[config.mk]
export PLATFORM = sky130hd
export DESIGN_NAME = mux_rr_sched
export DESIGN_NICKNAME = d
export VERILOG_FILES = /design/src/rtl/mux_sched_pkg.sv /design/src/rtl/rr_pick.sv /design/src/rtl/mux_rr_sched.sv
export SDC_FILE = /design/constraint.sdc
export NUM_CORES = 1
export LEC_CHECK = 0
export CAP_MARGIN = 40
export CORE_MARGIN = 2
export CORE_UTILIZATION = 38
export CTS_BUF_LIST = sky130_fd_sc_hd__clkbuf_2
export CTS_CLUSTER_DIAMETER = 100
export DETAILED_ROUTE_END_ITERATION = 7
export PLACE_DENSITY = 0.87
export SLEW_MARGIN = 10
export SYNTH_ARGS = -nofsm -noshare
export SYNTH_HDL_FRONTEND = slang
export SYNTH_SLANG_ARGS = --single-unit
[constraint.sdc]
create_clock -name inClk -period 3.1 [get_ports inClk]
set_input_delay 0.62 -clock inClk [delete_from_list [all_inputs] [get_ports inClk]]
set_output_delay 0.62 -clock inClk [all_outputs]
set_load 0.05 [all_outputs]
[src/rtl/mux_sched_pkg.sv]
// Shared types and default sizing for the packet-granular round-robin mux scheduler.
// Optional stall timeout is enabled with MUX_SCHED_TIMEOUT_EN.
package mux_sched_pkg;

   typedef enum logic {
      IDLE = 1'b0,
      XFER = 1'b1
   } state_e;

   localparam int NREQ_DEF    = 8;
   localparam int DATA_W_DEF  = 8;
   localparam int TIMEOUT_DEF = 16;

endpackage

[src/rtl/rr_pick.sv]
// Combinational round-robin pick: first set request bit scanning upward from ptr+1,
// wrapping modulo NREQ (NREQ is a power of two, so SEL_W-bit addition wraps for free).
module rr_pick #(
   parameter int NREQ  = 8,
   parameter int SEL_W = $clog2(NREQ)
) (
   input  logic [NREQ-1:0]  req,
   input  logic [SEL_W-1:0] ptr,
   output logic [SEL_W-1:0] idx,
   output logic             found
);

   logic [SEL_W-1:0] cand;

   always_comb begin
      idx   = ptr;
      found = 1'b0;
      cand  = ptr;
      // i == NREQ truncates to ptr itself, so the last winner has lowest priority
      for (int i = 1; i <= NREQ; i++) begin
         cand = ptr + SEL_W'(i);
         if (!found && req[cand]) begin
            idx   = cand;
            found = 1'b1;
         end
      end
   end

endmodule

[src/rtl/mux_rr_sched.sv]
// Round-robin scheduler sharing one byte-wide mux output between NREQ requesters per packet.
// Define MUX_SCHED_TIMEOUT_EN to release a stalled grant after TIMEOUT stall cycles.
module mux_rr_sched
   import mux_sched_pkg::*;
#(
   parameter int NREQ    = NREQ_DEF,
   parameter int SEL_W   = $clog2(NREQ),
   parameter int DATA_W  = DATA_W_DEF,
   parameter int TIMEOUT = TIMEOUT_DEF
) (
   input  logic                   inClk,
   input  logic                   inRstN,
   input  logic [NREQ-1:0]        inReq,
   input  logic [NREQ-1:0]        inLast,
   input  logic [NREQ*DATA_W-1:0] inData,
   input  logic                   inReady,
   output logic                   outValid,
   output logic [DATA_W-1:0]      outData,
   output logic [SEL_W-1:0]       outSel,
   output logic [NREQ-1:0]        outGrant,
   output logic [NREQ-1:0]        outAck,
   output logic                   outBusy,
   output state_e                 outDbgState
);

   // Handshake: a beat moves when outValid && inReady in the same cycle; outValid
   // never waits on inReady, and only the granted requester can ever be acknowledged.

   state_e           state_q, state_d;
   logic [SEL_W-1:0] sel_q, sel_d;
   logic [NREQ-1:0]  grant_q, grant_d;
   logic             busy_q, busy_d;
   logic [SEL_W-1:0] ptr_q, ptr_d;
   logic [SEL_W-1:0] pick_idx;
   logic             pick_found;
   logic             accept;
   logic             release_pkt;

`ifdef MUX_SCHED_TIMEOUT_EN
   localparam int CNT_W = $clog2(TIMEOUT + 1);
   logic [CNT_W-1:0] cnt_q, cnt_d;
`endif

   rr_pick #(
      .NREQ  (NREQ),
      .SEL_W (SEL_W)
   ) u_rr_pick (
      .req   (inReq),
      .ptr   (ptr_q),
      .idx   (pick_idx),
      .found (pick_found)
   );

   // State register
   always_ff @(posedge inClk) begin
      if (!inRstN) begin
         state_q <= IDLE;
         sel_q   <= '0;
         grant_q <= '0;
         busy_q  <= 1'b0;
         ptr_q   <= SEL_W'(NREQ - 1);
`ifdef MUX_SCHED_TIMEOUT_EN
         cnt_q   <= '0;
`endif
      end else begin
         state_q <= state_d;
         sel_q   <= sel_d;
         grant_q <= grant_d;
         busy_q  <= busy_d;
         ptr_q   <= ptr_d;
`ifdef MUX_SCHED_TIMEOUT_EN
         cnt_q   <= cnt_d;
`endif
      end
   end

   // Next-state logic
   always_comb begin
      state_d     = state_q;
      sel_d       = sel_q;
      grant_d     = grant_q;
      busy_d      = busy_q;
      ptr_d       = ptr_q;
      release_pkt = 1'b0;
      unique case (state_q)
         IDLE: begin
            if (pick_found) begin
               sel_d   = pick_idx;
               grant_d = NREQ'(1) << pick_idx;
               busy_d  = 1'b1;
               state_d = XFER;
            end
         end
         XFER: begin
            if (accept && inLast[sel_q]) begin
               release_pkt = 1'b1;
            end
`ifdef MUX_SCHED_TIMEOUT_EN
            // This cycle is the TIMEOUT-th consecutive stall
            if (!accept && (cnt_q == CNT_W'(TIMEOUT - 1))) begin
               release_pkt = 1'b1;
            end
`endif
            if (release_pkt) begin
               ptr_d   = sel_q;
               grant_d = '0;
               busy_d  = 1'b0;
               state_d = IDLE;
            end
         end
         default: state_d = IDLE;
      endcase
   end

`ifdef MUX_SCHED_TIMEOUT_EN
   always_comb begin
      cnt_d = cnt_q;
      if (state_q == IDLE || accept) begin
         cnt_d = '0;
      end else if (cnt_q != CNT_W'(TIMEOUT)) begin
         cnt_d = cnt_q + CNT_W'(1);
      end
   end
`endif

   // Output logic
   always_comb begin
      outValid    = (state_q == XFER) && inReq[sel_q];
      accept      = outValid && inReady;
      outData     = outValid ? inData[sel_q*DATA_W +: DATA_W] : '0;
      outAck      = '0;
      if (accept) begin
         outAck[sel_q] = 1'b1;
      end
      outSel      = sel_q;
      outGrant    = grant_q;
      outBusy     = busy_q;
      outDbgState = state_q;
   end

endmodule
**Word-level counts from Yosys, hierarchy flattened**

Cells that the tools add are included.

- Input bits: 83
- Output and inout port bits: 30
- Logic and storage cells: 99
- Bits in registers: 16

- Reductions and logical operators: 21
- Add/subtract/negate cells: 7
- Order comparisons: 10
- Shifts and indexed selects: 2
- Bitwise operators: 1
- Equality and inequality tests: 2
- Mux-type cells: 51

Operator list:

| kind | count |
|---|---|
| $shiftx A64 B7 Y8 | 1 |
| $lt A3 B4 Y1 const B | 9 |
| $mux W8 | 4 |
| $bmux W1 S3 | 10 |
| $mux W1 | 25 |
| $mux W3 | 8 |
| $pmux W8 S2 | 1 |
| $add A3 B3 Y3 const B | 4 |
| $logic_and A1 B1 Y1 | 11 |
| $shl A1 B3 Y8 const A | 1 |
| $logic_not A1 Y1 | 7 |
| $add A3 B2 Y3 const B | 2 |
| $reduce_and A2 Y1 | 3 |
| $pmux W1 S2 | 2 |
| $add A3 B1 Y3 const B | 1 |
| $demux W1 S3 | 1 |
| $ge A3 B1 Y1 const B | 1 |
| $ne A2 B1 Y1 const B | 1 |
| $ne A2 B2 Y1 const B | 1 |
| $not A1 Y1 | 1 |

**Logic depth before layout (Yosys ltp)**

Gate-level depths: netlist of the first run.

- Depth in word-level cells: 28
- Depth in mapped cells: 14
- Mapped depth without buffers: 10

**By module**

A second synthesis of the first run with hierarchy kept.

- Cell total of the unflattened synthesis: 276
- Area total of the unflattened synthesis: 2352.3 um^2

By module, submodules not included:

| module | area each (um^2) | instances | sequential area each (um^2) | cells an instance |
|---|---|---|---|---|
| mux_rr_sched | 1502.7 | 1 | 320.3 | 181 |
| rr_pick | 849.6 | 1 | 0.0 | 95 |

**Worst setup path before layout of the first run**

No wires, ideal clock.

- Path type: register -> output
- Start point: register sel_q[1], in the netlist outSel[1]
- End point: output outData[2]
- Stages on the path, launching flop included: 6
- Required time: 2.480 ns
- Path slack: -1.810 ns
- Path buffers: 3
- Arrival: 4.290 ns
- Path through: dfxtp_1 -> buf_1 -> clkbuf_1 -> clkbuf_1 -> a211oi_1 -> a2111oi_0

- Longest elaborated chain between the ends: 4
- Elaborated cells on any way between the ends: 5
- Those cells by class: shift: 1; mux: 3; reduce/logical: 1

Ends and longest elaborated chain:

| what | RTL line | source |
|---|---|---|
| start, declared | mux_rr_sched.sv:30 | `logic [SEL_W-1:0] sel_q, sel_d;` |
| start signal, assigned | mux_rr_sched.sv:67 | `sel_q <= sel_d;` |
| branches (longest 3 deep; another with $shiftx A64 B7 Y8) | -- |  |
| $mux W8 (*) | mux_rr_sched.sv:130 | `outData = outValid ? inData[sel_q*DATA_W +: DATA_W] : '0;` |
| end, declared | mux_rr_sched.sv:18 | `output logic [DATA_W-1:0] outData,` |

Every way passes the cells marked *. The select of a mux whose other input is x is not followed.

**Worst setup path in the final report of the first run**

- Start point: input inReq[5]
- End point: output outAck[0]

- Longest elaborated chain between the ends: 5

Ends and longest elaborated chain:

| what | RTL line | source |
|---|---|---|
| start, declared | mux_rr_sched.sv:13 | `input logic [NREQ-1:0] inReq,` |
| $bmux W1 S3 | mux_rr_sched.sv:128 | `outValid = (state_q == XFER) && inReq[sel_q];` |
| $mux W1 (not written as such) | mux_rr_sched.sv:128 |  |
| $logic_and A1 B1 Y1 | mux_rr_sched.sv:128 |  |
| $logic_and A1 B1 Y1 | mux_rr_sched.sv:129 | `accept = outValid && inReady;` |
| $mux W8 | mux_rr_sched.sv:132 | `if (accept) begin` |
| end, declared | mux_rr_sched.sv:21 | `output logic [NREQ-1:0] outAck,` |

No other way between the ends. The select of a mux whose other input is x is not followed.

==> results of run 1 <==
[synth_stat cells, types with 2 or more instances]
library cell  instances
mux2i_1              30
inv_1                12
and3_1                2
nand2b_1              9
nor2b_1               3
a21oi_1              10
a211oi_1              5
or3b_2                2
nor2_1               28
clkbuf_1              7
mux2i_2               2
o22a_1                5
nand3_1               8
dfxtp_1              16
a31oi_1               4
a2111oi_0             2
o221a_2               2
and2_1                2
nor3_1                6
o211ai_1              2
a21o_1                2
o21ai_0              14
mux4_2               12
mux2_2                7
nand2_1              32
buf_2                 7
a32o_1                9
o22ai_1               6
ha_1                  2
o221ai_2              3
nand3b_1              2
buf_1                 4
o221ai_1              8
[per-stage QoR]
step	worst slack [ns]	utilization [%]	instances	cell area [sq um]
floorplan	0.0000302	-	287	2470
global placement	-0.144	64.1	488	3790
detailed placement	-0.170	64.1	488	3790
CTS	0.00761	65.1	493	3860
global route	0.00431	66.1	494	3910
finish	0.120	66.1	494	3910
[kinds of logic after synthesis]
kind of cell / after synthesis
fa+ha+maj: 2
buf+inv: 32
xor+xnor: 3
simple gates: 103
flops: 16
mux: 51
compound gates: 80
[layout by cell type, fill, tap and decap left out, types with 3 or more instances in the layout]
master	instances
a21oi_1	10
inv_1	11
mux4_2	12
nand2_1	31
clkdlybuf4s50_1	88
nor2_1	20
clkbuf_2	4
nor2b_1	3
o22a_1	5
o21ai_0	14
buf_4	45
a31oi_1	4
o22ai_1	6
buf_6	7
mux2_2	6
a32o_1	9
dfxtp_1	13
dlymetal6s2s_1	5
o221ai_1	7
nor2_4	3
a211oi_1	5
nand3_1	7
nand2b_1	8
mux2i_1	29
mux2i_2	3
o221ai_2	4
nor2_2	5
[layer usage]
layer / wire length (microns) / GRT usage (%) / vias up
li1: - / - / 1372
met1: 2890 / 25.3 / 1311
met2: 4200 / 44.8 / 113
met3: 511 / 3.37 / 12
met4: 141 / 6.67 / 0
met5: 0 / 0 / -
[final cells by class]
class	instances	area (sq um)
multi-input cells	239	2030
fillers	460	2010
clock buffers	3	15.0
flip-flops and latches	16	327
repair buffers	148	1400
inverters	13	52.6
well taps	75	93.8
[repair_timing]
action | 4_1_cts | 5_1_grt
gates resized for setup | 10 | 18
gates cloned | 0 | 0
pin swaps | 4 | 4
setup buffers | 2 | 1
setup endpoints to repair | 8 | 24
[power groups by stage]
stage | Combinational, mW | Clock (mW) | Sequential, mW
after floorplan | 1.04 | 0 | 0.398
after global placement | 1.59 | 0 | 0.305
after detailed placement | 1.62 | 0 | 0.306
after CTS | 1.65 | 0.0903 | 0.303
after global routing | 1.80 | 0.0997 | 0.314
final | 1.68 | 0.0855 | 0.306
[worst paths after layout]
| kind | start | to | slack (ns) |
|---|---|---|---|
| worst min register to register | outGrant[2] | outGrant[2] | 0.48 |
| worst min-delay path | outGrant[2] | outGrant[2] | 0.48 |
| worst max register to register | ptr_q[0] | outGrant[4] | 0.20 |
| worst max-delay path | inReq[5] | outAck[0] | 0.12 |
[sequential cells by signal, summed over array words and instances (netlist names)]
signal       cells
outBusy          1
outDbgState      1
outGrant         8
outSel           3
ptr_q            3
[worst register-to-register path: stages (launching register included)]
cell	delay (ns)
dfxtp_1	0.37
buf_6	0.26
ha_2	0.35
xnor2_4	0.20
mux2i_1	0.33
o221ai_2	0.21
o21ai_1	0.17
a21o_1	0.16
o211ai_1	0.14
buf_4	0.18
nor3b_2	0.27
a32o_1	0.22
==> flow_summary.ini, run 1 <==
[synthesis]
syn_area_sq_um = 2340
yosys.area.top_type = dfxtp_1
synth_compound_area_share_pct = 26.3
yosysWarningCount = 0
synthCells = 287
ys_seq_elements = 16
ys_seq_area_share_pct = 13.7
synth_top_area_share_pct = 13.7
async_flop_share_pct = 0
synthMuxAreaShare_pct = 28.9
synth_area_per_cell_sq_um = 8.15
synth_top_family_by_area = multiplexers
synth_fa_ha_area_share_pct = 1.07
ys_types = 55
synth_edf_count = 0
synth_simple_gate_area_share_pct = 21.9
synth_xor_area_share_pct = 2.25
synth-main-ff-cell = dfxtp_1
syn-num-nets = 372
ys_top_cells_by_area = dfxtp_1 (14%), mux2i_1 (13%), mux4_2 (12%)

[finish]
nets = 506
num_antenna_cells = 0
area_growth_pct = 67.3
layout-drive-gt1-share_pct = 28.9

[power_and_ir_drop]
combinationalPowerShare_pct = 81.1
power_frac_seq_pct = 14.8
power_mw = 2.07
internal_power_mw = 1.04
netSwitchingFraction_pct = 50.0
p_per_area_nw_per_um2 = 529
clock_power_share_pct = 4.1
irDropWorstVdd_v = 0.000350
leakagePower_nw = 1.55
power.switching_mw = 1.03

[grt]
grt_use_total_pct = 22.9
overflow = 0
grt_max_degree = 31
grt_pass1_vias = 2724
antenna_found_initial = 0
grt_pass1_wl_microns = 12200

[drt]
vias_per_cell = 5.68
dr_total_vias = 2808
drt_iter0_markers = 137
drc = 0
first_pass_iters = 5
routedWlPerCell_microns = 15.7
wirelength_microns = 7740
ant_nets = 0

[floorplan]
num_io_pins = 113
initial_utilization_pct = 39.5
core_sq_um = 5920
die_area_sq_um = 6800
die_w_microns = 82.4
die_h_microns = 82.4
fp-row-count = 28

[timing]
finalHoldViolations = 0
setup_viol = 0
rsz0062_at_grt = no
holdWs_ns = 0.483
finalSetupTns_ns = 0
timing.slew.headroom_pct = 64.0
fin_crit_sh_pct = 96.1
drv_slew = 0
clock.fmax_mhz = 336
period_minus_slack_ns = 2.98
tightestPinTransition_ns = 0.539
skew_ns = 0.00209

[clock_network]
cts_tree = done
cts_sinks = 16
clk_pin_slew_ns = 0.13
clock_latency_ns = 0.28
h-tree-depth = 1
clk_root_buffer_cell = clkbuf_2
numCtsBuffers = 3
hold_buffers = 0
clockBufferDepth = 2

[critical_path]
cp_slowest_stage_delay_ns = 0.35
reg2regPathDepth = 11
critPathKind = input pin to primary output
path_delay_family = buffers and inverters
cpMaxStageDelayCell = a221o_1
cp.required_ns = 2.48
cp_num_cells = 10
crit_chain = clkdlybuf4s15_1 -> mux2_4 -> a221o_1 -> a22o_1 -> nand2_2 -> clkinvlp_4 -> nand3b_1 -> buf_6 -> nor3_4 -> buf_6
end_kind = primary output
crit_top_cell = buf_6
startpoint_type = input pin
crit_buf_inv = 4
worstPathMaxFanout = 4
worstPathArrival_ns = 2.36

[hold_path]
whs_path_depth = 1
hold_path.class = flop to flop

[place]
io_buffers = 112
gp_congestion = 0.877
hpwl_microns = 6280

[status]
status = completed

[run]
cap_viol_max_count = 0
Power figures use the tool's default switching activity.
==> run 2: changes to the inputs <==
--- a/config.mk
+++ b/config.mk
@@ -12,6 +12,7 @@
 export CTS_CLUSTER_DIAMETER = 100
 export DETAILED_ROUTE_END_ITERATION = 7
 export PLACE_DENSITY = 0.87
+export SETUP_SLACK_MARGIN = 0.02
 export SLEW_MARGIN = 10
 export SYNTH_ARGS = -nofsm -noshare
 export SYNTH_HDL_FRONTEND = slang
==> constraint.sdc (replaced) <==
create_clock -name inClk -period 3.1 [get_ports inClk]
set_input_delay 0.62 -clock inClk [delete_from_list [all_inputs] [get_ports inClk]]
set_output_delay 0.62 -clock inClk [all_outputs]
set_load 0.005 [all_outputs]
==> run 2 against run 1 <==
Die area unchanged. Critical endpoint is now outAck[4]. Clock skew increased by 0.0026 ns. Sequential power decreased by 8.8%. Maximum frequency decreased by 1.3%. Clock-buffer cell count unchanged. Worst setup slack got worse by 0.039 ns.
==> flow_summary.ini, run 2 (synthesis results as in run 1) <==
[drt]
drt_iter0_markers = 103
ant_nets = 0
routedWlPerCell_microns = 17.0
drc = 0
dr_total_vias = 2918
vias_per_cell = 5.78
first_pass_iters = 4
wirelength_microns = 8590

[finish]
num_antenna_cells = 0
mostFrequentLayoutCells = clkdlybuf4s50_1 (93), buf_4 (44), nand2_1 (30), nor2_1 (28), mux2i_1 (28)
largest_reg_flops = 8
fillers = 465
layout_commonest_cell = clkdlybuf4s50_1
final_area_sq_um = 3890
layout-drive-gt1-share_pct = 23.5
nets = 516
area_growth_pct = 66.3
post-route-util_pct = 65.7

[timing]
tightestPinTransition_ns = 0.518
drv_slew = 0
skew_ns = 0.00466
period_minus_slack_ns = 3.02
finalHoldViolations = 0
setup_viol = 0
finalSetupTns_ns = 0
clock.fmax_mhz = 331
timing.slew.headroom_pct = 65.4
fin_crit_sh_pct = 97.4

[floorplan]
num_io_pins = 113
die_w_microns = 82.4
core_sq_um = 5920
fp-row-count = 28
die_area_sq_um = 6800
initial_utilization_pct = 39.5
die_h_microns = 82.4

[hold_path]
hold_path.class = flop to flop

[grt]
grt_pass1_vias = 3117
grt_use_total_pct = 26.3
grt_max_degree = 25
grt-busiest-layer = met2
overflow = 0
use_met2_pct = 50.8
met1_usage_pct = 26.9
antenna_found_initial = 0
use_met3_pct = 4.13
grt_pass1_wl_microns = 13800

[critical_path]
timing.reg2reg.setup_slack_ns = 0.22
cp_slowest_stage_delay_ns = 0.31
startpoint_type = input pin
cpMaxStageDelayCell = a221o_1
cp.required_ns = 2.48
crit_top_cell = dlygate4sd2_1
worstPathMaxFanout = 4
worstPathArrival_ns = 2.40
crit_chain = dlygate4sd2_1 -> mux2_2 -> a221o_1 -> a22o_1 -> nand2_2 -> buf_6 -> inv_4 -> nand3b_1 -> nor2_1 -> dlygate4sd2_1
end_kind = primary output
critPathKind = input pin to primary output

[status]
status = completed

[clock_network]
h-tree-depth = 1
clk_pin_slew_ns = 0.14
clk_root_buffer_cell = clkbuf_2
cts_tree = done
numCtsBuffers = 3
clockBufferDepth = 2
hold_buffers = 0
clock_latency_ns = 0.27
cts_sinks = 16

[run]
cap_viol_max_count = 0

[power_and_ir_drop]
combinationalPowerShare_pct = 80.2
power.switching_mw = 0.816
p_per_area_nw_per_um2 = 477
power_frac_seq_pct = 15.0
power_mw = 1.85
internal_power_mw = 1.04
leakagePower_nw = 1.59
clock_power_share_pct = 4.8
netSwitchingFraction_pct = 44.0
irDropWorstVdd_v = 0.000266

[place]
io_buffers = 112
placement.cell_area_sq_um = 3800
gp_congestion = 0.867
hpwl_microns = 6940
run 2: path summary, 6_finish.rpt:
path | endpoint | depth (start not counted) | from
hold / removal | outGrant[7] | 1 | outGrant[7]
setup reg to reg | outGrant[5] | 11 | ptr_q[0]
setup / recovery | outAck[4] | 10 | inReq[4]
hold reg to reg | outGrant[7] | 1 | outGrant[7]
run 2: metal layers:
metal | wire (microns) | share of wire, %
met2 | 4670 | 54
met1 | 3080 | 36
met3 | 504 | 5.9
met4 | 332 | 3.9
met5 | 0 | 0
run 2: worst max-delay path: cells and delay by family:
family / cells / cell delay (ns)
buffers and inverters: 4 / 0.67
AOI/OAI and AO/OA: 2 / 0.53
and+or+nand+nor: 3 / 0.32
muxes: 1 / 0.26
run 2: power groups by stage:
stage | logic (mW) | clock network (mW) | registers (mW)
after global placement | 1.38 | 0 | 0.281
after detailed placement | 1.44 | 0 | 0.281
after floorplan | 0.861 | 0 | 0.280
final | 1.49 | 0.0882 | 0.279
after CTS | 1.44 | 0.0915 | 0.277
after global routing | 1.61 | 0.0971 | 0.283
run 2: what timing repair did:
action                                  CTS  global route
buffers inserted                          3             1
gates resized for setup                  27            16
endpoints found under the setup margin   17            15
pin swaps                                 6             2
run 2: cell type report:
| type | instances | area, sq um | area share [%] |
|---|---|---|---|
| sequential | 16 | 320 | 8.23 |
| multi-input combinational | 239 | 1950 | 50.1 |
| timing repair buffer | 158 | 1460 | 37.4 |
| tap | 75 | 93.8 | 2.41 |
| inverter | 13 | 51.3 | 1.32 |
| clock inverter | 1 | 3.75 | 0.0965 |
| clock buffer | 3 | 15.0 | 0.386 |
run 2: stage by stage:
stage / setup slack (ns) / hold slack, ns / cells
3_5_place_dp: -0.296 / 0.455 / 497
5_1_grt: -0.0416 / 0.511 / 505
4_1_cts: 0.0272 / 0.488 / 504
2_1_floorplan: 0.0212 / 0.466 / 287
3_3_place_gp: -0.249 / 0.455 / 497
6_report: 0.0805 / 0.483 / 505
